**src/rtl/video_timing_decoder_if.sv**
```systemverilog
// Timing-source side and decoded-timing side of the video timing decoder.
// The master drives the pixel enable and sync/blank levels and observes the
// recovered coordinates and measurements; the slave is the decoder itself.
interface video_timing_decoder_if;
  logic       clk_pix;
  logic       hsync;
  logic       vsync;
  logic       hbl;
  logic       vbl;
  logic [8:0] x;
  logic [8:0] y;
  logic       de;
  logic [9:0] htotal;
  logic [9:0] vtotal;
  logic [9:0] hactive;
  logic [9:0] vactive;
  logic       new_frame;
  logic       locked;

  modport master (
    output clk_pix, hsync, vsync, hbl, vbl,
    input  x, y, de, htotal, vtotal, hactive, vactive, new_frame, locked
  );

  modport slave (
    input  clk_pix, hsync, vsync, hbl, vbl,
    output x, y, de, htotal, vtotal, hactive, vactive, new_frame, locked
  );
endinterface

```
**src/rtl/video_timing_decoder.sv**
```systemverilog
// Video timing decoder: recovers active-area coordinates, line/frame periods,
// active sizes and a lock flag from sampled hsync/vsync/hbl/vbl levels.
// All state advances only on pixel-enable ticks; new_frame is a single-clk pulse.
module video_timing_decoder (
  input logic                   clk,
  input logic                   reset,
  video_timing_decoder_if.slave vt
);

  localparam logic [9:0] CNT_MAX = 10'h3FF;

  function automatic logic [9:0] sat_inc10(input logic [9:0] v);
    return (v == CNT_MAX) ? v : v + 10'd1;
  endfunction

  function automatic logic [8:0] sat_inc9(input logic [8:0] v);
    return (v == 9'h1FF) ? v : v + 9'd1;
  endfunction

  // Edge history (previous tick's input levels)
  logic hs_q, vs_q, hbl_q, vbl_q;

  // Counters and measurement registers
  logic [9:0] hcnt, vcnt;
  logic [9:0] htotal_r, vtotal_r, hactive_r, vactive_r;
  logic [8:0] x_r, y_r;
  logic       de_r, new_frame_r, locked_r;
  logic       first_line, line_ok;

  logic       tick;
  logic       hs_rise, vs_rise, hbl_fall, hbl_rise, vbl_fall, vbl_rise;
  logic [9:0] hcnt_nx, vcnt_nx, vtotal_nx;
  logic       line_ok_nx, lock_cond, sat_hit;

  assign tick     = vt.clk_pix;
  assign hs_rise  = vt.hsync & ~hs_q;
  assign vs_rise  = vt.vsync & ~vs_q;
  assign hbl_fall = ~vt.hbl & hbl_q;
  assign hbl_rise = vt.hbl & ~hbl_q;
  assign vbl_fall = ~vt.vbl & vbl_q;
  assign vbl_rise = vt.vbl & ~vbl_q;

  // Next-state of the period counters and the frame lock decision
  always_comb begin
    hcnt_nx    = hs_rise ? 10'd0 : sat_inc10(hcnt);
    vcnt_nx    = vcnt;
    if (vs_rise)
      vcnt_nx = 10'd0;
    else if (hs_rise)
      vcnt_nx = sat_inc10(vcnt);
    // A line closing on the same tick as the frame belongs to the closing frame.
    vtotal_nx  = vcnt + {9'd0, hs_rise};
    line_ok_nx = line_ok & ~(hs_rise & ((hcnt + 10'd1) != htotal_r));
    lock_cond  = line_ok_nx & (vtotal_nx == vtotal_r) &
                 (hcnt != CNT_MAX) & (vcnt != CNT_MAX);
    sat_hit    = (hcnt_nx == CNT_MAX) | (vcnt_nx == CNT_MAX);
  end

  // Tick-qualified timing recovery state
  always_ff @(posedge clk or posedge reset) begin
    if (reset) begin
      hs_q        <= 1'b1;
      vs_q        <= 1'b1;
      hbl_q       <= 1'b1;
      vbl_q       <= 1'b1;
      hcnt        <= '0;
      vcnt        <= '0;
      htotal_r    <= '0;
      vtotal_r    <= '0;
      hactive_r   <= '0;
      vactive_r   <= '0;
      x_r         <= '0;
      y_r         <= '0;
      de_r        <= 1'b0;
      new_frame_r <= 1'b0;
      locked_r    <= 1'b0;
      first_line  <= 1'b0;
      line_ok     <= 1'b1;
    end else begin
      new_frame_r <= tick & vs_rise;
      if (tick) begin
        hs_q  <= vt.hsync;
        vs_q  <= vt.vsync;
        hbl_q <= vt.hbl;
        vbl_q <= vt.vbl;

        hcnt <= hcnt_nx;
        if (hs_rise)
          htotal_r <= hcnt + 10'd1;

        vcnt <= vcnt_nx;
        if (vs_rise)
          vtotal_r <= vtotal_nx;

        de_r <= ~vt.hbl & ~vt.vbl;
        if (!vt.hbl)
          x_r <= hbl_q ? 9'd0 : sat_inc9(x_r);
        if (hbl_rise)
          hactive_r <= {1'b0, x_r} + 10'd1;

        // The active-line check after this may clear first_line on the same tick.
        if (vbl_fall)
          first_line <= 1'b1;
        if (hbl_fall && !vt.vbl) begin
          if (first_line || vbl_fall) begin
            y_r        <= 9'd0;
            first_line <= 1'b0;
          end else begin
            y_r <= sat_inc9(y_r);
          end
        end
        // first_line still set means no active line since the blank ended.
        if (vbl_rise)
          vactive_r <= first_line ? 10'd0 : ({1'b0, y_r} + 10'd1);

        line_ok <= vs_rise ? 1'b1 : line_ok_nx;
        if (sat_hit)
          locked_r <= 1'b0;
        else if (vs_rise)
          locked_r <= lock_cond;
      end
    end
  end

  assign vt.x         = x_r;
  assign vt.y         = y_r;
  assign vt.de        = de_r;
  assign vt.htotal    = htotal_r;
  assign vt.vtotal    = vtotal_r;
  assign vt.hactive   = hactive_r;
  assign vt.vactive   = vactive_r;
  assign vt.new_frame = new_frame_r;
  assign vt.locked    = locked_r;

endmodule

```
**src/flat_wrapper.sv**
```systemverilog
// flat-port wrapper written by rule: the top's interface ports become plain ports
module video_timing_decoder_flat 
  (clk, reset, vt_clk_pix, vt_hsync, vt_vsync, vt_hbl, vt_vbl, vt_x, vt_y, vt_de, vt_htotal, vt_vtotal, vt_hactive, vt_vactive, vt_new_frame, vt_locked);
  video_timing_decoder_if vt_i ();
  input logic clk;
  input logic reset;
  input wire logic [$bits(vt_i.clk_pix)-1:0] vt_clk_pix;
  input wire logic [$bits(vt_i.hsync)-1:0] vt_hsync;
  input wire logic [$bits(vt_i.vsync)-1:0] vt_vsync;
  input wire logic [$bits(vt_i.hbl)-1:0] vt_hbl;
  input wire logic [$bits(vt_i.vbl)-1:0] vt_vbl;
  output wire logic [$bits(vt_i.x)-1:0] vt_x;
  output wire logic [$bits(vt_i.y)-1:0] vt_y;
  output wire logic [$bits(vt_i.de)-1:0] vt_de;
  output wire logic [$bits(vt_i.htotal)-1:0] vt_htotal;
  output wire logic [$bits(vt_i.vtotal)-1:0] vt_vtotal;
  output wire logic [$bits(vt_i.hactive)-1:0] vt_hactive;
  output wire logic [$bits(vt_i.vactive)-1:0] vt_vactive;
  output wire logic [$bits(vt_i.new_frame)-1:0] vt_new_frame;
  output wire logic [$bits(vt_i.locked)-1:0] vt_locked;
  assign vt_i.clk_pix = vt_clk_pix;
  assign vt_i.hsync = vt_hsync;
  assign vt_i.vsync = vt_vsync;
  assign vt_i.hbl = vt_hbl;
  assign vt_i.vbl = vt_vbl;
  assign vt_x = vt_i.x;
  assign vt_y = vt_i.y;
  assign vt_de = vt_i.de;
  assign vt_htotal = vt_i.htotal;
  assign vt_vtotal = vt_i.vtotal;
  assign vt_hactive = vt_i.hactive;
  assign vt_vactive = vt_i.vactive;
  assign vt_new_frame = vt_i.new_frame;
  assign vt_locked = vt_i.locked;
  video_timing_decoder u_core (.clk(clk), .reset(reset), .vt(vt_i));
endmodule
```
**config.mk**
```make
export PLATFORM = sky130hd
export DESIGN_NAME = video_timing_decoder_flat
export DESIGN_NICKNAME = d
export VERILOG_FILES = /design/src/rtl/video_timing_decoder_if.sv /design/src/rtl/video_timing_decoder.sv /design/src/flat_wrapper.sv
export SDC_FILE = /design/constraint.sdc
export NUM_CORES = 1
export LEC_CHECK = 0
export ABC_AREA = 1
export BUFFER_PORTS_ARGS = -buffer_cell sky130_fd_sc_hd__buf_2
export CORE_UTILIZATION = 54
export DETAILED_ROUTE_END_ITERATION = 16
export PLACE_DENSITY_LB_ADDON = 0.25
export SYNTH_ARGS = -nofsm -noshare
export SYNTH_HDL_FRONTEND = slang
export SYNTH_SLANG_ARGS = --single-unit
```
**constraint.sdc**
```tcl
create_clock -name clk -period 5.4 [get_ports clk]
set_clock_uncertainty 0.05 [all_clocks]
set_input_delay 0.81 -clock clk [delete_from_list [all_inputs] [get_ports clk]]
set_output_delay 0.81 -clock clk [all_outputs]
set_load 0.005 [all_outputs]
```
# After elaboration in Yosys (flattened, before gate mapping)
# Cells that the tools add are included.
dict set report word_totals {
  ff_bits 87
  latchBits 0
  ramBits 0
  mem_bits_ro 0
  inputBits 7
  out_inout_bits 61
  elab_cells 84
  mem_count 0
}
dict set report op_classes {
  add_sub_neg 7
  mul 0
  div 0
  n_lt_le_gt_ge 0
  n_eq_ne 12
  n_shift 0
  muxes 16
  bitwise_logic 21
  n_reduce_logical 11
}
# cell count
set op_table {}
lappend op_table {{two-way mux 10 bit} 6}
lappend op_table {{equality test 10 bit (second input constant)} 4}
lappend op_table {{two-way mux 9 bit} 4}
lappend op_table {{adder 10 x 1 -> 10 bit (second input constant)} 2}
lappend op_table {{adder 9 x 1 -> 10 bit (second input constant)} 2}
lappend op_table {{!= test 10 bit (second input constant)} 2}
lappend op_table {{adder 9 x 1 -> 9 bit (second input constant)} 2}
lappend op_table {{equality test 9 bit (second input constant)} 2}
lappend op_table {{bitwise AND 1 bit} 13}
lappend op_table {{adder 10 x 1 -> 10 bit} 1}
lappend op_table {{equality test 10 bit} 1}
lappend op_table {{!= test 10 bit} 1}
lappend op_table {{AND reduction 2 bit} 5}
lappend op_table {{inverter 1 bit} 7}
lappend op_table {{two-way mux 1 bit} 6}
lappend op_table {{AND reduction 3 bit} 2}
lappend op_table {{!= test 2 x 1 -> 1 bit (second input constant)} 2}
lappend op_table {{nonzero test 2 bit} 1}
lappend op_table {{logical AND 1 bit} 1}
lappend op_table {{logical NOT 1 bit} 1}
lappend op_table {{logical OR 1 bit} 1}
lappend op_table {{OR 1 bit} 1}

# Depth between registers and ports, before layout
# Gate-level depths: netlist of the first run.
dict set report logic_depth {
  depth_word 10
  ltp_mapped 20
}

# Worst setup path before layout of the first run
# Ideal clock, no wire load.
dict set report synth_timing {
  path_type {input -> register}
  start {input vt_hsync}
  end {register u_core.locked_r (netlist: u_core.vt.locked)}
  arrival_ns 2.646
  slack_ns 2.641
  stages 18
  path_buffers 1
  path_cell_list {nand2_1 > inv_1 > clkbuf_1 > ha_1 > ha_1 > inv_1 > nor2_1 > nand2_1 > nand3b_1 > nand2_1 > nand3b_1 > nor2_1 > nand3_1 > nor2_1 > nand2_1 > nand2_1 > nand2_1 > inv_1}
}
dict set report synth_via {
  elab_chain_cells 9
  elab_cells_between_ends 19
}
# item line_no
set synth_lines {}
lappend synth_lines {{start: declaration} flat_wrapper.sv:8} ;# input wire logic [$bits(vt_i.hsync)-1:0] vt_hsync;
lappend synth_lines {{bitwise AND 1 bit (*)} video_timing_decoder.sv:36} ;# assign hs_rise = vt.hsync & ~hs_q;
lappend synth_lines {{branches (longest 8 deep; another with adder 10 x 1 -> 10 bit)} --}
lappend synth_lines {{end signal: assignment} video_timing_decoder.sv:120} ;# locked_r <= lock_cond;
lappend synth_lines {{end: declaration} video_timing_decoder.sv:27} ;# logic de_r, new_frame_r, locked_r;
# Mark *: on every way between the ends. The select of a mux whose other input is x is not followed.
# A chain may end at the register's enable or synchronous reset.

# Worst setup path after layout of the first run
# Same ends and word-level chain as after synthesis.

==> impl_metrics.env, run 1 <==
export IMPL_status="finished, final reports clean"
export IMPL_p_leak_nw=2.70
export IMPL_grt_max_degree=50
export IMPL_path_clk_slew_ns=0.09
export IMPL_yosysTopAreaCell="dfrtp_1"
export IMPL_antenna_cells=0
export IMPL_layout_cells_most_common="nand2_1"
export IMPL_clock_latency_ns=0.36
export IMPL_cap_violations=0
export IMPL_cts_tree="yes"
export IMPL_synth_compound_area_share_pct=12.1
export IMPL_post_route_period_util_pct=56.5
export IMPL_cts_buffers=9
export IMPL_setup_tns_final_ns=0
export IMPL_critPathKind="in -> reg"
export IMPL_routabilityCongestion=0.894
export IMPL_drive_gt1_share_pct=15.4
export IMPL_fp_dieArea_um2=9070
export IMPL_postSynthCellCount=614
export IMPL_path_max_fanout=20
export IMPL_cts_resized=0
export IMPL_worst_pin_slew_ns=0.677
export IMPL_first_pass_iters=5
export IMPL_cp_arrival_ns=3.31
export IMPL_routedWlPerCell_um=13.3
export IMPL_final_cell_mix="185 x nand2_1, 82 x dfrtp_1, 78 x inv_1"
export IMPL_fmax_ghz=0.328
export IMPL_cts_sinks=87
export IMPL_holdCritPathClass="reg -> reg"
export IMPL_avgSynthCellArea_um2=7.65
export IMPL_grt_pass1_vias=3934
export IMPL_end_kind="flop"
export IMPL_cp_startpoint="vt_hsync"
export IMPL_ys_types=35
export IMPL_place_detailed_hpwl_um=7670
export IMPL_hold_buffers=0
export IMPL_slew_headroom_pct=54.8
export IMPL_vias=4208
export IMPL_wl_um=10500
export IMPL_syn_nets=629
export IMPL_postRouteAntennaNets=0
export IMPL_cp_endpoint="u_core.vt.locked"
export IMPL_grt_pass1_wl_um=17700
export IMPL_synth_top_family_by_area="simple AND/OR/NAND/NOR gates"
export IMPL_antenna_found_initial=0
export IMPL_core_um2=8300
export IMPL_seq_area_um2=2180
export IMPL_grt_ovfl_total=0
export IMPL_power_density_nw_per_um2=323
export IMPL_portBuffers=67
export IMPL_reg2reg_setup_slack_ns=2.46
export IMPL_nFillCells=734
export IMPL_crit_required_ns=5.66
export IMPL_hold_viol_final=0
export IMPL_startpoint_type="input pin"
export IMPL_async_reset_ff_share_pct=100
export IMPL_viasPerCell=5.34
export IMPL_grt_total_usage_pct=25.1
export IMPL_r2r_end="u_core.vt.locked"
export IMPL_drcViolationCount=0
export IMPL_synth_top_cell_area_share_pct=43.7
export IMPL_setup_violations=0
export IMPL_synthTopCellsByArea="dfrtp_1 44%, nand2_1 15%, o21ai_0 6.4%"
export IMPL_synth_seq_cells=87
export IMPL_postCtsSetupBuffers=0
export IMPL_layout_cells_non_filler=788
export IMPL_synth_edf_count=0
export IMPL_rsz0062_at_grt="no"
export IMPL_layout_min_cycle_time_ns=3.05
export IMPL_slew_violations=0
export IMPL_r2r_start="u_core.hs_q"
export IMPL_multi_input_area_um2=2130
export IMPL_num_rows=33
export IMPL_synth_simple_area_share_pct=26.6
export IMPL_root_buffer="clkbuf_8"
export IMPL_die_w_um=95.2
export IMPL_ir_worst_vdd_mv=0.168
export IMPL_yosys_mux_area_fraction_pct=0
export IMPL_initial_utilization_pct=56.6
export IMPL_ys_dominant_reg_cell="dfrtp_1"
export IMPL_yosysSeqAreaShare_pct=46.5
export IMPL_layout_nets=694
export IMPL_yosys_area_share_adder_pct=2.13
export IMPL_synth_area_um2=4690
export IMPL_htreeDepth=3
export IMPL_reg2regPathDepth=18
export IMPL_clockBufferDepth=2
export IMPL_drt_initial_drc_count=223
export IMPL_yosys_warnings=0
export IMPL_numPlacedInstances=773
export IMPL_synth_xor_area_share_pct=4.66
export IMPL_area_growth_pct=13.5
export IMPL_top_level_ports=68
export IMPL_die_h_um=95.2
[worst min path at each step]
stage / to / depth (start not counted) / from / slack, ns
2_1_floorplan: u_core.line_ok / 2 / u_core.line_ok / 0.40
3_3_place_gp: u_core.vt.de / 2 / u_core.vt.de / 0.41
3_5_place_dp: u_core.vt.de / 2 / u_core.vt.de / 0.41
4_1_cts: u_core.vt.de / 2 / u_core.vt.de / 0.44
5_1_grt: u_core.vs_q / 2 / u_core.vs_q / 0.46
6_report: u_core.vt.de / 2 / u_core.vt.de / 0.43
[through the flow]
| step | instance area [um2] | hold slack (ns) | total power (W) | setup WS (ns) | utilization (%) |
|---|---|---|---|---|---|
| final | 5330 | 0.434 | 0.00172 | 2.35 | 64.2 |
| after global routing | 5330 | 0.462 | 0.00183 | 1.99 | 64.2 |
| after CTS | 5330 | 0.437 | 0.00173 | 2.34 | 64.2 |
| after detailed placement | 5110 | 0.414 | 0.00123 | 1.99 | 61.6 |
| after global placement | 5110 | 0.409 | 0.00122 | 2.15 | 61.6 |
| after floorplan | 4690 | 0.404 | 0.00109 | 2.30 | - |
[power breakdown]
| part | switching (W) | internal, W | total [W] |
|---|---|---|---|
| clock | 0.000246 | 0.000261 | 0.000507 |
| sequential | 0.0000880 | 0.000743 | 0.000831 |
| combinational | 0.000228 | 0.000158 | 0.000385 |
| total | 0.000561 | 0.00116 | 0.00172 |
[cell type report]
type	instances	share of cell area, %
clock buffers	9	2.32
clock inverters	6	1.76
inverters	83	5.87
multi-input cells	429	40.0
flip-flops and latches	87	41.0
well taps	105	2.46
repair buffers	69	6.57
[registers in the layout (all words and copies together), names as in the netlist, 9 cells and up]
name,count
u_core.vt.hactive,10
u_core.vt.htotal,10
u_core.vt.y,9
u_core.vt.x,9
u_core.vcnt,10
u_core.hcnt,10
u_core.vt.vtotal,10
u_core.vt.vactive,10
[critical path, stage by stage]
cell and delay (ns):
buf_2 0.10, nand2_1 0.20, inv_1 0.52, ha_1 0.29, ha_1 0.24, inv_1 0.07
nor2_1 0.19, nand2_1 0.10, nand3b_1 0.10, nand2_1 0.07, nand3b_1 0.15, nor2_1 0.09
nand3_1 0.07, nor2_1 0.09, nand2_1 0.06, nand2_1 0.06, nand2_1 0.05, inv_1 0.05
[synth_stat cells, types with 3 or more instances]
cell and n:
o22ai_1 24, nor3_1 4, nand3_1 45, ha_1 8, inv_1 79, buf_2 4, clkbuf_1 10, a21oi_1 11
inv_2 3, nor2_1 40, dfstp_2 5, dfrtp_1 82, xnor2_1 3, nand2_1 185, o21ai_0 60, nand3b_1 4
xor2_1 22
[cell families after synthesis]
logic type,count (synthesis)
simple gates,293
compound gates,103
buf+inv,98
flops,87
xor+xnor,25
fa+ha+maj,8
[layer usage]
metal	vias to the layer above	wire (um)	GRT usage, %
li1	2108	-	-
met2	94	5070	41.1
met1	1995	4820	33.2
met5	-	0	0
met3	11	447	5.74
met4	0	150	7.20
Note: power is estimated with default switching activity, not from simulation.
==> run 2: changes to the inputs <==
Settings changed: CORE_UTILIZATION 54 to 52.
Clock period 5.4 ns to 2.8 ns, I/O delays scaled along.
==> run 2 against run 1 <==
Against the previous run: cell area increased by 0.82%; global-route usage shrank 1.7 points; clock power rose by 81%; clock-buffer cell count up 2; via count about the same; flip-flop and latch count unchanged; setup slack worse by 1.9 ns; sequential share of layout area is 0.33 points lower; combinational power rose by 96%; critical path type is now reg -> reg; critical endpoint is now u_core.vt.x[7]; largest cell class unchanged; highest routed layer unchanged.
==> impl_metrics.env, run 2 (synthesized netlist as in run 1, its figures left out) <==
export IMPL_status="finished, final reports clean"
export IMPL_routedWlPerCell_um=13.0
export IMPL_num_rows=34
export IMPL_viasPerCell=5.28
export IMPL_power_frac_clock_pct=28.1
export IMPL_path_max_fanout=9
export IMPL_gr_max_usage_layer="met2"
export IMPL_antenna_cells=0
export IMPL_r2r_end="u_core.vt.x[7]"
export IMPL_cp_arrival_ns=2.56
export IMPL_layout_min_cycle_time_ns=2.39
export IMPL_grt_pass1_wl_um=18000
export IMPL_drt_initial_drc_count=241
export IMPL_cap_violations=0
export IMPL_p_sw_share_pct=32.9
export IMPL_hold_slack_ns=0.0970
export IMPL_final_area_um2=5370
export IMPL_critPathKind="reg -> reg"
export IMPL_fmax_ghz=0.418
export IMPL_grt_use_met2_pct=36.5
export IMPL_initial_utilization_pct=53.8
export IMPL_worst_pin_slew_ns=0.692
export IMPL_reg2reg_setup_slack_ns=0.41
export IMPL_routabilityCongestion=1.00
export IMPL_layout_cells_most_common="nand2_1"
export IMPL_setup_violations=0
export IMPL_postRouteAntennaNets=0
export IMPL_use_met1_pct=32.4
export IMPL_power_density_nw_per_um2=609
export IMPL_path_clk_slew_ns=0.09
export IMPL_place_detailed_hpwl_um=7590
export IMPL_grt_pass1_vias=3979
export IMPL_drive_gt1_share_pct=16.0
export IMPL_grt_total_usage_pct=23.4
export IMPL_drcViolationCount=0
export IMPL_antenna_found_initial=0
export IMPL_clockBufferDepth=2
export IMPL_power_frac_comb_pct=23.0
export IMPL_internal_power_w=0.00219
export IMPL_clock_latency_ns=0.35
export IMPL_rsz0062_at_grt="no"
export IMPL_slew_headroom_pct=53.8
export IMPL_hold_buffers=0
export IMPL_p_leak_nw=2.73
export IMPL_portBuffers=67
export IMPL_nFillCells=760
export IMPL_seq_power_share_pct=48.9
export IMPL_post_route_period_util_pct=85.4
export IMPL_first_pass_iters=5
export IMPL_cts_sinks=87
export IMPL_cts_resized=0
export IMPL_cts_tree="yes"
export IMPL_switching_power_w=0.00108
export IMPL_final_cell_mix="185 x nand2_1, 82 x dfrtp_1, 78 x inv_1"
export IMPL_reg2regPathDepth=11
export IMPL_startpoint_type="flop"
export IMPL_hold_viol_final=0
export IMPL_cts_buffers=9
export IMPL_use_met3_pct=4.34
export IMPL_grt_max_degree=49
export IMPL_holdCritPathClass="in -> async"
export IMPL_vias=4207
export IMPL_end_kind="flop"
export IMPL_crit_required_ns=2.97
export IMPL_r2r_start="u_core.vt.x[0]"
export IMPL_top_level_ports=68
export IMPL_slew_violations=0
export IMPL_htreeDepth=3
export IMPL_grt_ovfl_total=0
export IMPL_layout_nets=699
export IMPL_wl_um=10400
export IMPL_setup_tns_final_ns=0
export IMPL_core_um2=8720
export IMPL_postCtsSetupBuffers=0
export IMPL_die_w_um=97.0
export IMPL_fp_dieArea_um2=9410
export IMPL_area_growth_pct=14.5
export IMPL_ir_worst_vdd_mv=0.346
export IMPL_post_dp_cell_area_um2=5170
export IMPL_die_h_um=97.0
export IMPL_root_buffer="clkbuf_8"
==> run 2: metal layers <==
layer  vias up  wire (um)
met5         -          0
met4         0        246
met3        18        474
met2        83       4830
met1      1989       4840
li1       2117          -
==> run 2: critical path, cell delays in order, from the launching register on <==
cell	delay [ns]
dfrtp_1	0.47
ha_1	0.22
nand3_1	0.11
nor3_1	0.26
nand2_1	0.09
nor2_1	0.10
ha_1	0.15
nand2_1	0.05
nand2_1	0.09
clkinv_1	0.21
nand2_1	0.31
o22ai_1	0.14
==> run 2: area by class of cell <==
type / instances / area [um2] / share of cell area, %
clock buffer: 11 / 141 / 2.63
clock inverter: 5 / 66.3 / 1.23
inverter: 83 / 313 / 5.82
multi-input combinational: 429 / 2130 / 39.7
sequential: 87 / 2180 / 40.6
tap: 108 / 135 / 2.51
timing repair buffer: 74 / 400 / 7.45
==> run 2: per-stage QoR <==
step / std cells / power [W] / utilization (%) / worst slack (ns)
floorplan: 614 / 0.00211 / - / 0.0881
CTS: 797 / 0.00329 / 61.6 / 0.390
global route: 797 / 0.00347 / 61.6 / 0.182
global placement: 781 / 0.00235 / 59.2 / 0.511
finish: 797 / 0.00327 / 61.6 / 0.409
detailed placement: 781 / 0.00238 / 59.2 / 0.408
==> run 2: power by group through the flow <==
stage / Combinational (W) / Clock, W / Sequential [W]
4_1_cts: 0.000759 / 0.000934 / 0.00160
2_1_floorplan: 0.000506 / 0 / 0.00160
3_5_place_dp: 0.000754 / 0 / 0.00162
3_3_place_gp: 0.000735 / 0 / 0.00161
6_report: 0.000753 / 0.000919 / 0.00160
5_1_grt: 0.000863 / 0.000979 / 0.00163
==> run 2: worst max-delay path by stage <==
stage | startpoint | to | depth (start not counted)
after CTS | u_core.vt.x[0] | u_core.vt.x[7] | 11
final | u_core.vt.x[0] | u_core.vt.x[7] | 11
after global routing | u_core.vt.x[0] | u_core.vt.x[5] | 11
after floorplan | reset | u_core.first_line | 1
after global placement | u_core.vt.x[0] | u_core.vt.x[3] | 11
after detailed placement | u_core.vt.x[0] | u_core.vt.x[7] | 11
